## src/rtl/puf_pkg.sv

```systemverilog
// Shared types and constants for the arbiter-PUF challenge sequencer.
// Holds the sequencer state encoding and the Galois LFSR feedback masks.
package puf_pkg;

  typedef enum logic [2:0] {
    S_IDLE,
    S_LOAD,
    S_CLEAR,
    S_LAUNCH,
    S_SETTLE,
    S_SAMPLE,
    S_NEXT,
    S_DONE
  } state_e;

  // Feedback masks without the implicit x^N term.
  // N=64 uses x^64+x^4+x^3+x+1; N=128 uses x^128+x^7+x^2+x+1.
  localparam logic [127:0] TAPS_64  = 128'h1B;
  localparam logic [127:0] TAPS_128 = 128'h87;

  function automatic logic [127:0] lfsr_taps(input int n);
    return (n == 64) ? TAPS_64 : TAPS_128;
  endfunction

endpackage

```

## src/rtl/puf_lfsr.sv

```systemverilog
// Galois left-shift LFSR that expands a seed into a challenge sequence.
// An all-zero seed is replaced by 1 so the register can never lock up.
module puf_lfsr
  import puf_pkg::*;
#(
  parameter int N = 128
) (
  input  logic         clk,
  input  logic         reset,
  input  logic         load,
  input  logic         step,
  input  logic [N-1:0] seed,
  output logic [N-1:0] value,
  output logic [N-1:0] next_value
);

  localparam logic [127:0] TAPS_FULL = lfsr_taps(N);
  localparam logic [N-1:0] TAPS      = TAPS_FULL[N-1:0];

  logic [N-1:0] lfsr_q, lfsr_d;

  // NOTE: every signal written here gets a default first, so no path leaves it unassigned and no latch is inferred.
  always_comb begin
    next_value = {lfsr_q[N-2:0], 1'b0} ^ (lfsr_q[N-1] ? TAPS : '0);
    lfsr_d     = lfsr_q;
    if (load) begin
      lfsr_d = (seed == '0) ? N'(1) : seed;
    end else if (step) begin
      lfsr_d = next_value;
    end
  end

  // NOTE: state updates use non-blocking assignments so all flops sample pre-edge values together.
  always_ff @(posedge clk or negedge reset) begin
    if (!reset) lfsr_q <= '0;
    else        lfsr_q <= lfsr_d;
  end

  assign value = lfsr_q;

endmodule

```

## src/rtl/puf_challenge_sequencer.sv

```systemverilog
// Drives challenge/clear/launch into an arbiter-PUF array, majority-votes the
// synchronized arbiter output per challenge and returns an R-bit response word.
module puf_challenge_sequencer
  import puf_pkg::*;
#(
  parameter int N          = 128,
  parameter int R          = 32,
  parameter int NVOTE      = 3,
  parameter int CLR_CYC    = 2,
  parameter int SETTLE_CYC = 8
) (
  input  logic         clk,
  input  logic         reset,
  input  logic         req_valid,
  output logic         req_ready,
  input  logic [N-1:0] req_seed,
  output logic         resp_valid,
  input  logic         resp_ready,
  output logic [R-1:0] resp_data,
  output logic         busy,
  output logic [N-1:0] puf_sel,
  output logic         puf_in,
  output logic         puf_reset,
  input  logic         puf_out
);

  localparam int VOTE_W  = $clog2(NVOTE + 1);
  localparam int IDX_W   = $clog2(R);
  localparam int CYC_MAX = (CLR_CYC > SETTLE_CYC) ? CLR_CYC : SETTLE_CYC;
  localparam int CYC_W   = $clog2(CYC_MAX);

  localparam logic [CYC_W-1:0]  CLR_LOAD    = CYC_W'(CLR_CYC - 1);
  localparam logic [CYC_W-1:0]  SETTLE_LOAD = CYC_W'(SETTLE_CYC - 1);
  localparam logic [VOTE_W-1:0] VOTE_ALL    = VOTE_W'(NVOTE);
  localparam logic [VOTE_W-1:0] VOTE_HALF   = VOTE_W'(NVOTE / 2);
  localparam logic [IDX_W-1:0]  IDX_LAST    = IDX_W'(R - 1);

  state_e              state_q, state_d;
  logic [CYC_W-1:0]    cyc_q, cyc_d;
  logic [IDX_W-1:0]    idx_q, idx_d;
  logic [VOTE_W-1:0]   evals_q, evals_d;
  logic [VOTE_W-1:0]   ones_q, ones_d;
  logic [R-1:0]        resp_q, resp_d;
  logic [N-1:0]        puf_sel_q, puf_sel_d;
  logic                puf_in_q, puf_in_d;
  logic                puf_reset_q, puf_reset_d;
  logic [1:0]          sync_q, sync_d;

  logic                lfsr_load, lfsr_step;
  logic [N-1:0]        lfsr_value, lfsr_next;

  puf_lfsr #(.N(N)) u_lfsr (
    .clk        (clk),
    .reset      (reset),
    .load       (lfsr_load),
    .step       (lfsr_step),
    .seed       (req_seed),
    .value      (lfsr_value),
    .next_value (lfsr_next)
  );

  // puf_out is asynchronous; only the second synchronizer stage is consumed.
  assign sync_d = {sync_q[0], puf_out};

  always_comb begin
    state_d   = state_q;
    cyc_d     = cyc_q;
    idx_d     = idx_q;
    evals_d   = evals_q;
    ones_d    = ones_q;
    resp_d    = resp_q;
    puf_sel_d = puf_sel_q;
    lfsr_load = 1'b0;
    lfsr_step = 1'b0;

    case (state_q)
      S_IDLE: begin
        if (req_valid) begin
          lfsr_load = 1'b1;
          resp_d    = '0;
          state_d   = S_LOAD;
        end
      end
      S_LOAD: begin
        idx_d     = '0;
        evals_d   = '0;
        ones_d    = '0;
        cyc_d     = CLR_LOAD;
        puf_sel_d = lfsr_value;
        state_d   = S_CLEAR;
      end
      S_CLEAR: begin
        if (cyc_q == '0) state_d = S_LAUNCH;
        else             cyc_d   = cyc_q - CYC_W'(1);
      end
      S_LAUNCH: begin
        cyc_d   = SETTLE_LOAD;
        state_d = S_SETTLE;
      end
      S_SETTLE: begin
        if (cyc_q == '0) state_d = S_SAMPLE;
        else             cyc_d   = cyc_q - CYC_W'(1);
      end
      S_SAMPLE: begin
        ones_d  = ones_q + VOTE_W'(sync_q[1]);
        evals_d = evals_q + VOTE_W'(1);
        if (evals_d < VOTE_ALL) begin
          cyc_d   = CLR_LOAD;
          state_d = S_CLEAR;
        end else begin
          state_d = S_NEXT;
        end
      end
      S_NEXT: begin
        resp_d[idx_q] = (ones_q > VOTE_HALF);
        lfsr_step     = 1'b1;
        evals_d       = '0;
        ones_d        = '0;
        if (idx_q == IDX_LAST) begin
          state_d = S_DONE;
        end else begin
          idx_d     = idx_q + IDX_W'(1);
          cyc_d     = CLR_LOAD;
          puf_sel_d = lfsr_next;
          state_d   = S_CLEAR;
        end
      end
      S_DONE: begin
        if (resp_ready) state_d = S_IDLE;
      end
      default: state_d = S_IDLE;
    endcase

    // Drive the PUF pins from the state being entered so they are registered.
    puf_in_d    = (state_d == S_LAUNCH) || (state_d == S_SETTLE) || (state_d == S_SAMPLE);
    puf_reset_d = !puf_in_d;
  end

  always_ff @(posedge clk or negedge reset) begin
    if (!reset) begin
      state_q     <= S_IDLE;
      cyc_q       <= '0;
      idx_q       <= '0;
      evals_q     <= '0;
      ones_q      <= '0;
      resp_q      <= '0;
      puf_sel_q   <= '0;
      puf_in_q    <= 1'b0;
      puf_reset_q <= 1'b1;
      sync_q      <= '0;
    end else begin
      state_q     <= state_d;
      cyc_q       <= cyc_d;
      idx_q       <= idx_d;
      evals_q     <= evals_d;
      ones_q      <= ones_d;
      resp_q      <= resp_d;
      puf_sel_q   <= puf_sel_d;
      puf_in_q    <= puf_in_d;
      puf_reset_q <= puf_reset_d;
      sync_q      <= sync_d;
    end
  end

  assign req_ready  = (state_q == S_IDLE);
  assign busy       = (state_q != S_IDLE);
  assign resp_valid = (state_q == S_DONE);
  assign resp_data  = resp_q;
  assign puf_sel    = puf_sel_q;
  assign puf_in     = puf_in_q;
  assign puf_reset  = puf_reset_q;

endmodule
```

## config.mk

```make
export PLATFORM = sky130hd
export DESIGN_NAME = puf_challenge_sequencer
export DESIGN_NICKNAME = d
export VERILOG_FILES = /design/src/rtl/puf_pkg.sv /design/src/rtl/puf_lfsr.sv /design/src/rtl/puf_challenge_sequencer.sv
export SDC_FILE = /design/constraint.sdc
export NUM_CORES = 1
export LEC_CHECK = 0
export BUFFER_PORTS_ARGS = -buffer_cell sky130_fd_sc_hd__clkbuf_2
export CORE_UTILIZATION = 44
export CTS_BUF_LIST = sky130_fd_sc_hd__clkbuf_8
export CTS_CLUSTER_DIAMETER = 150
export DETAILED_ROUTE_END_ITERATION = 10
export PLACE_DENSITY_LB_ADDON = 0.25
export SYNTH_ARGS = -nofsm -noshare
export SYNTH_HDL_FRONTEND = slang
export SYNTH_HIERARCHICAL = 1
export SYNTH_SLANG_ARGS = --single-unit
```

## constraint.sdc

```tcl
create_clock -name clk -period 4.99 [get_ports clk]
set_input_delay 0.7485 -clock clk [delete_from_list [all_inputs] [get_ports clk]]
set_output_delay 0.7485 -clock clk [all_outputs]
set_load 0.05 [all_outputs]
```

==> flow_results.xml, run 1 <==
<?xml version="1.0" encoding="UTF-8"?>
<metrics>
  <group name="yosys">
    <metric name="synthesis.instances" unit="">1540</metric>
    <metric name="yosys-top-cells-area" unit="">sky130_fd_sc_hd__dfrtp_1, sky130_fd_sc_hd__mux2i_1, sky130_fd_sc_hd__o21ai_0</metric>
    <metric name="synthesis.area" unit="µm²">15400</metric>
    <metric name="synth.top_cell.area_share" unit="%">49.6</metric>
    <metric name="synth_nets" unit="">1682</metric>
    <metric name="synthFlopType" unit="">sky130_fd_sc_hd__dfrtp_1</metric>
    <metric name="synth.lib_cells_used.distinct" unit="">42</metric>
    <metric name="yosys_reg_bits" unit="">307</metric>
    <metric name="synth.avg_cell_area" unit="µm²">10.0</metric>
    <metric name="netlist.top_cell.by_area" unit="">sky130_fd_sc_hd__dfrtp_1</metric>
    <metric name="postSynth.asyncResetShare" unit="%">100</metric>
    <metric name="yosys_warnings" unit="">6</metric>
    <metric name="synth-seq-area-share" unit="%">49.7</metric>
    <metric name="synth_enable_flop_cells" unit="">0</metric>
  </group>
  <group name="timing">
    <metric name="setup-tns-final" unit="ps">0</metric>
    <metric name="max_slew.worst_pin.slew" unit="ps">1160</metric>
    <metric name="grt_setup_unrepaired" unit="">no</metric>
    <metric name="worst_case_clock_skew" unit="ps">23.1</metric>
    <metric name="fin_crit" unit="ps">3130</metric>
    <metric name="postLayoutSetupSlackWorst" unit="ps">1860</metric>
    <metric name="slew_viol_final" unit="">0</metric>
    <metric name="finalHoldViolCount" unit="">0</metric>
    <metric name="slew_headroom" unit="%">21.9</metric>
    <metric name="layout_worst_path_cycle_share" unit="%">62.6</metric>
    <metric name="fmax" unit="MHz">320</metric>
    <metric name="report.final.setup_viol" unit="">0</metric>
  </group>
  <group name="worst_setup_path">
    <metric name="cp.buffers_inverters" unit="">1</metric>
    <metric name="crit_path_max_incr_delay" unit="ps">820</metric>
    <metric name="timing.critical_path.fanout_max" unit="">24</metric>
    <metric name="critPathTopFamily" unit="">flip-flops</metric>
    <metric name="worst_ep_arrival_time" unit="ps">2380</metric>
    <metric name="critical_path.endpoint_type" unit="">primary output</metric>
    <metric name="worst_setup_path_start_kind" unit="">register</metric>
    <metric name="critical_path_class" unit="">register to primary output</metric>
    <metric name="critPathSlowestCell" unit="">sky130_fd_sc_hd__dfrtp_1</metric>
    <metric name="path_cells" unit="">nand2_1, nor2_1, clkbuf_2</metric>
    <metric name="timing.critical_path.required" unit="ps">4240</metric>
  </group>
  <group name="clock_network">
    <metric name="cts_htree_levels" unit="">2</metric>
    <metric name="clockBufferDepth" unit="">3</metric>
    <metric name="postCtsSetupBuffers" unit="">0</metric>
    <metric name="clk_latency" unit="ps">580</metric>
    <metric name="clock_tree.root_cell" unit="">sky130_fd_sc_hd__clkbuf_8</metric>
    <metric name="clkTransAtPathRegs" unit="ps">60</metric>
    <metric name="cts.sinks" unit="">307</metric>
    <metric name="ctsResizeCount" unit="">0</metric>
    <metric name="tritoncts.num_buffers" unit="">54</metric>
    <metric name="clock_tree_from_tritoncts" unit="">built</metric>
    <metric name="post_cts_hold_buffer_count" unit="">0</metric>
  </group>
  <group name="placed_design">
    <metric name="dpl.hpwl" unit="µm">25800</metric>
    <metric name="gp_congestion" unit="">0.865</metric>
    <metric name="buffer_ports.inserted" unit="">297</metric>
    <metric name="placed_area" unit="µm²">16200</metric>
    <metric name="dp_worst_setup_slack" unit="ps">2120</metric>
  </group>
  <group name="grt">
    <metric name="grt_max_degree" unit="">135</metric>
    <metric name="via_count_of_the_first_global_routing_pass" unit="">11099</metric>
    <metric name="antenna_found_initial" unit="">2</metric>
    <metric name="grt_first_pass_wirelength" unit="µm">60100</metric>
    <metric name="grt_overflow" unit="">0</metric>
    <metric name="gr_usage_total" unit="%">20.9</metric>
  </group>
  <group name="routing">
    <metric name="drt-met1-wl" unit="µm">17100</metric>
    <metric name="pre_repair_dr_iteration_count" unit="">5</metric>
    <metric name="postRouteWirelength" unit="µm">37600</metric>
    <metric name="route.vias.total" unit="">11384</metric>
    <metric name="total_met3_wirelength_after_detailed_routing" unit="µm">2480</metric>
    <metric name="viasPerCell" unit="">5.25</metric>
    <metric name="wl_per_cell" unit="µm">17.3</metric>
    <metric name="drt_drc_violations_left" unit="">0</metric>
    <metric name="dr.first_iter.drc_count" unit="">660</metric>
    <metric name="met2RoutedLength" unit="µm">17200</metric>
    <metric name="route.antenna.remaining_nets" unit="">0</metric>
    <metric name="routed.top_layer" unit="">met4</metric>
  </group>
  <group name="min_path">
    <metric name="class_of_the_most_critical_hold_timing_path" unit="">input port to asynchronous set/reset pin</metric>
  </group>
  <group name="final_layout">
    <metric name="layout.nets" unit="">1816</metric>
    <metric name="area_growth" unit="%">11.9</metric>
    <metric name="design_area" unit="µm²">17300</metric>
    <metric name="multiInputGateArea" unit="µm²">6230</metric>
    <metric name="n_fill_cell" unit="">3245</metric>
    <metric name="final_util" unit="%">50.1</metric>
    <metric name="drive_gt1_share" unit="%">22.8</metric>
    <metric name="most-common-layout-cells" unit="">sky130_fd_sc_hd__dfrtp_1, sky130_fd_sc_hd__clkbuf_2, sky130_fd_sc_hd__nand2_1</metric>
    <metric name="area.sequential" unit="µm²">7680</metric>
    <metric name="mostFrequentLayoutCell" unit="">sky130_fd_sc_hd__dfrtp_1</metric>
  </group>
  <group name="run_status">
    <metric name="status" unit="">completed</metric>
  </group>
  <group name="die">
    <metric name="io-pin-count" unit="">298</metric>
    <metric name="rows" unit="">68</metric>
    <metric name="initial_core_util" unit="%">44.7</metric>
    <metric name="floorplan.die_area" unit="µm²">35900</metric>
    <metric name="dieHeight" unit="µm">189</metric>
    <metric name="fp.dieW" unit="µm">189</metric>
    <metric name="core_region_area" unit="µm²">34500</metric>
  </group>
  <group name="power">
    <metric name="power.static_leakage" unit="nW">7.52</metric>
    <metric name="ir_worst_vdd" unit="V">0.000420</metric>
    <metric name="powerDensity" unit="nW/µm²">737</metric>
    <metric name="total_power" unit="mW">12.7</metric>
  </group>
  <group name="job">
    <metric name="number_of_max_capacitance_violations_reported" unit="">0</metric>
  </group>
</metrics>
## worst reg2reg max path, stage by stage, from the launching register on
cell                      delay [ps]
sky130_fd_sc_hd__dfrtp_1         460
sky130_fd_sc_hd__ha_1            250
sky130_fd_sc_hd__and3_1          180
sky130_fd_sc_hd__ha_1            240
sky130_fd_sc_hd__or2_4           190
sky130_fd_sc_hd__o22a_4          560
sky130_fd_sc_hd__buf_4           630
sky130_fd_sc_hd__o21ai_0         190
## registers in the layout, summed over array words and instances, names as in the netlist
register	cells
ones_q	2
evals_q	2
cyc_q	3
puf_reset	1
state_q	3
u_lfsr/value	128
resp_data	32
sync_q	2
idx_q	5
puf_sel	128
puf_in	1
## synthesized netlist by cell type, types with 6 or more instances
master	instances
sky130_fd_sc_hd__o211ai_1	33
sky130_fd_sc_hd__clkbuf_1	56
sky130_fd_sc_hd__buf_4	143
sky130_fd_sc_hd__mux2i_1	257
sky130_fd_sc_hd__ha_1	9
sky130_fd_sc_hd__nor2_1	12
sky130_fd_sc_hd__o31ai_1	17
sky130_fd_sc_hd__inv_1	16
sky130_fd_sc_hd__o21ai_1	40
sky130_fd_sc_hd__dfrtp_1	306
sky130_fd_sc_hd__a21oi_1	14
sky130_fd_sc_hd__nand4_1	10
sky130_fd_sc_hd__nand2_1	277
sky130_fd_sc_hd__nor3_1	6
sky130_fd_sc_hd__buf_6	8
sky130_fd_sc_hd__o21ai_0	238
sky130_fd_sc_hd__buf_2	21
sky130_fd_sc_hd__nor4_1	33
## area by class of cell
cell class,count,area share (%)
Clock inverter,28,0.933
Tap cell,455,3.29
Sequential cell,307,44.4
Antenna cell,2,0.0289
Inverter,16,0.376
Multi-Input combinational cell,987,36.0
Clock buffer,67,5.33
Timing Repair Buffer,308,9.57
## per-layer routing
metal  GRT usage [%]  up-vias
li1                -     5546
met1            29.3     5452
met2            32.0      324
met3            4.75       62
met4            6.73        0
met5           0.275        -
## where the power goes
group / switching, mW / total, mW / internal [mW]
clock network: 1.01 / 2.31 / 1.30
registers: 0.954 / 4.58 / 3.63
logic: 4.11 / 5.85 / 1.74
## path summary, 6_finish.rpt
check | from | to | slack, ps | cells past startpoint
worst min-delay path | reset | state_q[0]$_DFF_PN0_ | 180 | 1
worst max-delay path | state_q[2]$_DFF_PN0_ | resp_valid | 1860 | 3
worst max register to register | idx_q[0]$_DFFE_PN0P_ | puf_sel[1]$_DFFE_PN0P_ | 2160 | 7
worst min register to register | sync_q[0]$_DFF_PN0_ | sync_q[1]$_DFF_PN0_ | 340 | 0
min in group clk | puf_out | sync_q[0]$_DFF_PN0_ | 280 | 1
max in group asynchronous | reset | puf_sel[32]$_DFFE_PN0P_ | 3690 | 2
## kinds of logic (layout without fill, tap and decap cells)
kind of cell	Yosys count	after routing	synth area share, %
AOI/OAI and AO/OA	355	355	12.5
xor gates and xnor gates	3	3	0.170
adders and majority gates	9	9	0.729
buffers and inverters	246	419	10.0
DFF	307	307	49.7
muxes	258	258	16.7
other	0	2	0
and+or+nand+nor	362	362	10.1
## per-stage QoR
stage | hold WS [ps] | cells
final | 183 | 2170
after global routing | 205 | 2170
after CTS | 174 | 2168
after detailed placement | 336 | 2073
after global placement | 337 | 2073
after floorplan | 331 | 1540
No activity file was read; power rests on OpenSTA's default activity.
==> run 2, diff against run 1 <==
--- a/config.mk
+++ b/config.mk
@@ -5,6 +5,7 @@
 export SDC_FILE = /design/constraint.sdc
 export NUM_CORES = 1
 export LEC_CHECK = 0
+export ABC_AREA = 1
 export BUFFER_PORTS_ARGS = -buffer_cell sky130_fd_sc_hd__clkbuf_2
 export CORE_UTILIZATION = 44
 export CTS_BUF_LIST = sky130_fd_sc_hd__clkbuf_8
==> constraint.sdc (replaced) <==
create_clock -name clk -period 3.09 [get_ports clk]
set_input_delay 0.4635 -clock clk [delete_from_list [all_inputs] [get_ports clk]]
set_output_delay 0.4635 -clock clk [all_outputs]
set_load 0.05 [all_outputs]
==> flow_results.xml, run 2 <==
<?xml version="1.0" encoding="UTF-8"?>
<metrics>
  <group name="timing">
    <metric name="layout_worst_path_cycle_share" unit="%">86.6</metric>
    <metric name="fmax" unit="MHz">374</metric>
    <metric name="fin_crit" unit="ps">2680</metric>
    <metric name="slew_viol_final" unit="">0</metric>
    <metric name="hold_ws" unit="ps">64.1</metric>
    <metric name="slew_headroom" unit="%">15.6</metric>
    <metric name="setup-tns-final" unit="ps">0</metric>
    <metric name="worst_case_clock_skew" unit="ps">26.1</metric>
    <metric name="report.final.setup_viol" unit="">0</metric>
    <metric name="grt_setup_unrepaired" unit="">no</metric>
    <metric name="finalHoldViolCount" unit="">0</metric>
    <metric name="max_slew.worst_pin.slew" unit="ps">1260</metric>
  </group>
  <group name="die">
    <metric name="core_region_area" unit="µm²">35900</metric>
    <metric name="initial_core_util" unit="%">45.2</metric>
    <metric name="rows" unit="">69</metric>
    <metric name="fp.dieW" unit="µm">194</metric>
    <metric name="floorplan.die_area" unit="µm²">37700</metric>
    <metric name="dieHeight" unit="µm">194</metric>
    <metric name="io-pin-count" unit="">298</metric>
  </group>
  <group name="routing">
    <metric name="postRouteWirelength" unit="µm">44400</metric>
    <metric name="route.antenna.remaining_nets" unit="">0</metric>
    <metric name="wl_per_cell" unit="µm">15.4</metric>
    <metric name="viasPerCell" unit="">5.05</metric>
    <metric name="dr.first_iter.drc_count" unit="">1091</metric>
    <metric name="pre_repair_dr_iteration_count" unit="">5</metric>
    <metric name="drt_drc_violations_left" unit="">0</metric>
    <metric name="route.vias.total" unit="">14572</metric>
  </group>
  <group name="clock_network">
    <metric name="ctsResizeCount" unit="">0</metric>
    <metric name="cts.sinks" unit="">307</metric>
    <metric name="clock_tree_from_tritoncts" unit="">built</metric>
    <metric name="postCtsSetupBuffers" unit="">0</metric>
    <metric name="tritoncts.num_buffers" unit="">55</metric>
    <metric name="clk_latency" unit="ps">630</metric>
    <metric name="clockBufferDepth" unit="">3</metric>
    <metric name="cts_htree_levels" unit="">2</metric>
    <metric name="clock_tree.root_cell" unit="">sky130_fd_sc_hd__clkbuf_8</metric>
    <metric name="clkTransAtPathRegs" unit="ps">60</metric>
  </group>
  <group name="final_layout">
    <metric name="layout.nets" unit="">2522</metric>
    <metric name="drive_gt1_share" unit="%">17.3</metric>
    <metric name="area_growth" unit="%">12.1</metric>
    <metric name="area.sequential" unit="µm²">7680</metric>
    <metric name="final_util" unit="%">50.7</metric>
    <metric name="most-common-layout-cells" unit="">sky130_fd_sc_hd__nand2_1, sky130_fd_sc_hd__dfrtp_1, sky130_fd_sc_hd__clkbuf_2</metric>
    <metric name="multiInputGateArea" unit="µm²">6810</metric>
    <metric name="mostFrequentLayoutCell" unit="">sky130_fd_sc_hd__nand2_1</metric>
    <metric name="n_fill_cell" unit="">3640</metric>
    <metric name="design_area" unit="µm²">18200</metric>
  </group>
  <group name="placed_design">
    <metric name="dpl.hpwl" unit="µm">28200</metric>
    <metric name="buffer_ports.inserted" unit="">297</metric>
    <metric name="placed_area" unit="µm²">17000</metric>
    <metric name="gp_congestion" unit="">0.866</metric>
  </group>
  <group name="yosys">
    <metric name="synth_enable_flop_cells" unit="">0</metric>
    <metric name="synth-seq-area-share" unit="%">47.3</metric>
    <metric name="yosys_reg_bits" unit="">307</metric>
    <metric name="synth.lib_cells_used.distinct" unit="">31</metric>
    <metric name="synth.avg_cell_area" unit="µm²">7.21</metric>
    <metric name="postSynth.asyncResetShare" unit="%">100</metric>
    <metric name="yosys_warnings" unit="">6</metric>
    <metric name="synth.top_cells.by_count" unit="">sky130_fd_sc_hd__nand2_1, sky130_fd_sc_hd__dfrtp_1, sky130_fd_sc_hd__nor2_1, sky130_fd_sc_hd__o21ai_0, sky130_fd_sc_hd__buf_4</metric>
    <metric name="synthFlopType" unit="">sky130_fd_sc_hd__dfrtp_1</metric>
    <metric name="synth_most_common_cell" unit="">sky130_fd_sc_hd__nand2_1</metric>
    <metric name="synthesis.instances" unit="">2253</metric>
    <metric name="netlist.top_cell.by_area" unit="">sky130_fd_sc_hd__dfrtp_1</metric>
    <metric name="synth.top_cell.area_share" unit="%">47.2</metric>
    <metric name="synth_nets" unit="">2395</metric>
    <metric name="yosys-top-cells-area" unit="">sky130_fd_sc_hd__dfrtp_1, sky130_fd_sc_hd__nand2_1, sky130_fd_sc_hd__buf_4</metric>
    <metric name="synthesis.area" unit="µm²">16200</metric>
  </group>
  <group name="worst_setup_path">
    <metric name="critical_path.endpoint_type" unit="">register</metric>
    <metric name="worst_setup_path_start_kind" unit="">register</metric>
    <metric name="critical_path_class" unit="">register to register</metric>
    <metric name="worst_ep_arrival_time" unit="ps">3230</metric>
    <metric name="timing.critical_path.fanout_max" unit="">73</metric>
    <metric name="timing.critical_path.required" unit="ps">3640</metric>
  </group>
  <group name="grt">
    <metric name="grt_max_degree" unit="">136</metric>
    <metric name="antenna_found_initial" unit="">3</metric>
    <metric name="via_count_of_the_first_global_routing_pass" unit="">13971</metric>
    <metric name="grt_first_pass_wirelength" unit="µm">72700</metric>
    <metric name="grt_overflow" unit="">0</metric>
    <metric name="gr_usage_total" unit="%">23.6</metric>
  </group>
  <group name="power">
    <metric name="power.static_leakage" unit="nW">9.68</metric>
    <metric name="total_power" unit="mW">21.3</metric>
    <metric name="powerDensity" unit="nW/µm²">1170</metric>
    <metric name="ir_worst_vdd" unit="V">0.000672</metric>
  </group>
  <group name="job">
    <metric name="number_of_max_capacitance_violations_reported" unit="">0</metric>
  </group>
  <group name="min_path">
    <metric name="class_of_the_most_critical_hold_timing_path" unit="">input port to register</metric>
  </group>
  <group name="run_status">
    <metric name="status" unit="">completed</metric>
  </group>
</metrics>
run 2: cell types whose count changed after synthesis, moves of 12 or more:
cell / previous run / this run
sky130_fd_sc_hd__o21ai_1: 40 / 20
sky130_fd_sc_hd__mux2i_1: 257 / 0
sky130_fd_sc_hd__o21ai_0: 238 / 144
sky130_fd_sc_hd__nor2_1: 12 / 246
sky130_fd_sc_hd__o211ai_1: 33 / 1
sky130_fd_sc_hd__nand3_1: 3 / 22
sky130_fd_sc_hd__a21oi_1: 14 / 129
sky130_fd_sc_hd__nand2_1: 277 / 1066
sky130_fd_sc_hd__clkbuf_1: 56 / 40
sky130_fd_sc_hd__buf_2: 21 / 61
sky130_fd_sc_hd__nor4_1: 33 / 0
sky130_fd_sc_hd__o31ai_1: 17 / 1
sky130_fd_sc_hd__inv_1: 16 / 28
run 2: metal layers:
metal | GRT usage, % | wire, µm | vias up
li1 | - | - | 7174
met3 | 4.82 | 2970 | 94
met2 | 36.3 | 20100 | 516
met1 | 32.3 | 19800 | 6786
met4 | 10.3 | 1490 | 2
met5 | 0 | 13 | -
run 2: worst paths after layout:
path,from,slack (ps),endpoint,cells after the start
worst max-delay path,idx_q[0]$_DFFE_PN0P_,410,puf_sel[1]$_DFFE_PN0P_,9
worst min-delay path,req_seed[79],60,u_lfsr/value[79]$_DFFE_PN0P_,3
worst max register to register,idx_q[0]$_DFFE_PN0P_,410,puf_sel[1]$_DFFE_PN0P_,9
worst min register to register,sync_q[0]$_DFF_PN0_,350,sync_q[1]$_DFF_PN0_,0
max in group asynchronous,reset,1790,u_lfsr/value[44]$_DFFE_PN0P_,3
min in group asynchronous,reset,420,resp_data[21]$_DFFE_PN0P_,2
run 2: cell families after synthesis:
logic type	share of synthesized area (%)
fa+ha+maj	0.694
buf+inv	10.9
simple gates	31.5
flops	47.3
compound gates	9.43
xor+xnor	0.216
run 2: power by group:
part	total, mW	internal, mW	switching [mW]
registers	7.28	5.82	1.46
logic	9.92	2.68	7.24
clock network	4.10	2.33	1.77
total	21.3	10.8	10.5
run 2: area by class of cell:
cell class | instances | share of cell area (%)
Tap cell | 461 | 3.17
Multi-Input combinational cell | 1660 | 37.4
Clock buffer | 79 | 5.97
Inverter | 35 | 0.777
Antenna cell | 1 | 0.0137
Clock inverter | 20 | 0.653
Sequential cell | 307 | 42.2
Timing Repair Buffer | 321 | 9.79
run 2: what timing repair did:
item	CTS	global route
hold buffers	2	0
hold endpoints to repair	71	0
setup endpoints to repair	0	0
run 2: per-stage QoR:
step | worst slack [ps] | std cells
CTS | 436 | 2883
global route | 265 | 2884
finish | 414 | 2884
detailed placement | 476 | 2782
floorplan | 1050 | 2253
global placement | 524 | 2782
run 2: worst max-delay path, cell delays in order (launching register included):
cell and delay [ps]:
sky130_fd_sc_hd__dfrtp_1 440, sky130_fd_sc_hd__ha_1 240, sky130_fd_sc_hd__clkinv_1 170, sky130_fd_sc_hd__nor3_1 80, sky130_fd_sc_hd__ha_1 230, sky130_fd_sc_hd__o21a_4 250, sky130_fd_sc_hd__inv_4 550, sky130_fd_sc_hd__buf_12 350
sky130_fd_sc_hd__nand2_1 100, sky130_fd_sc_hd__nand2_1 70
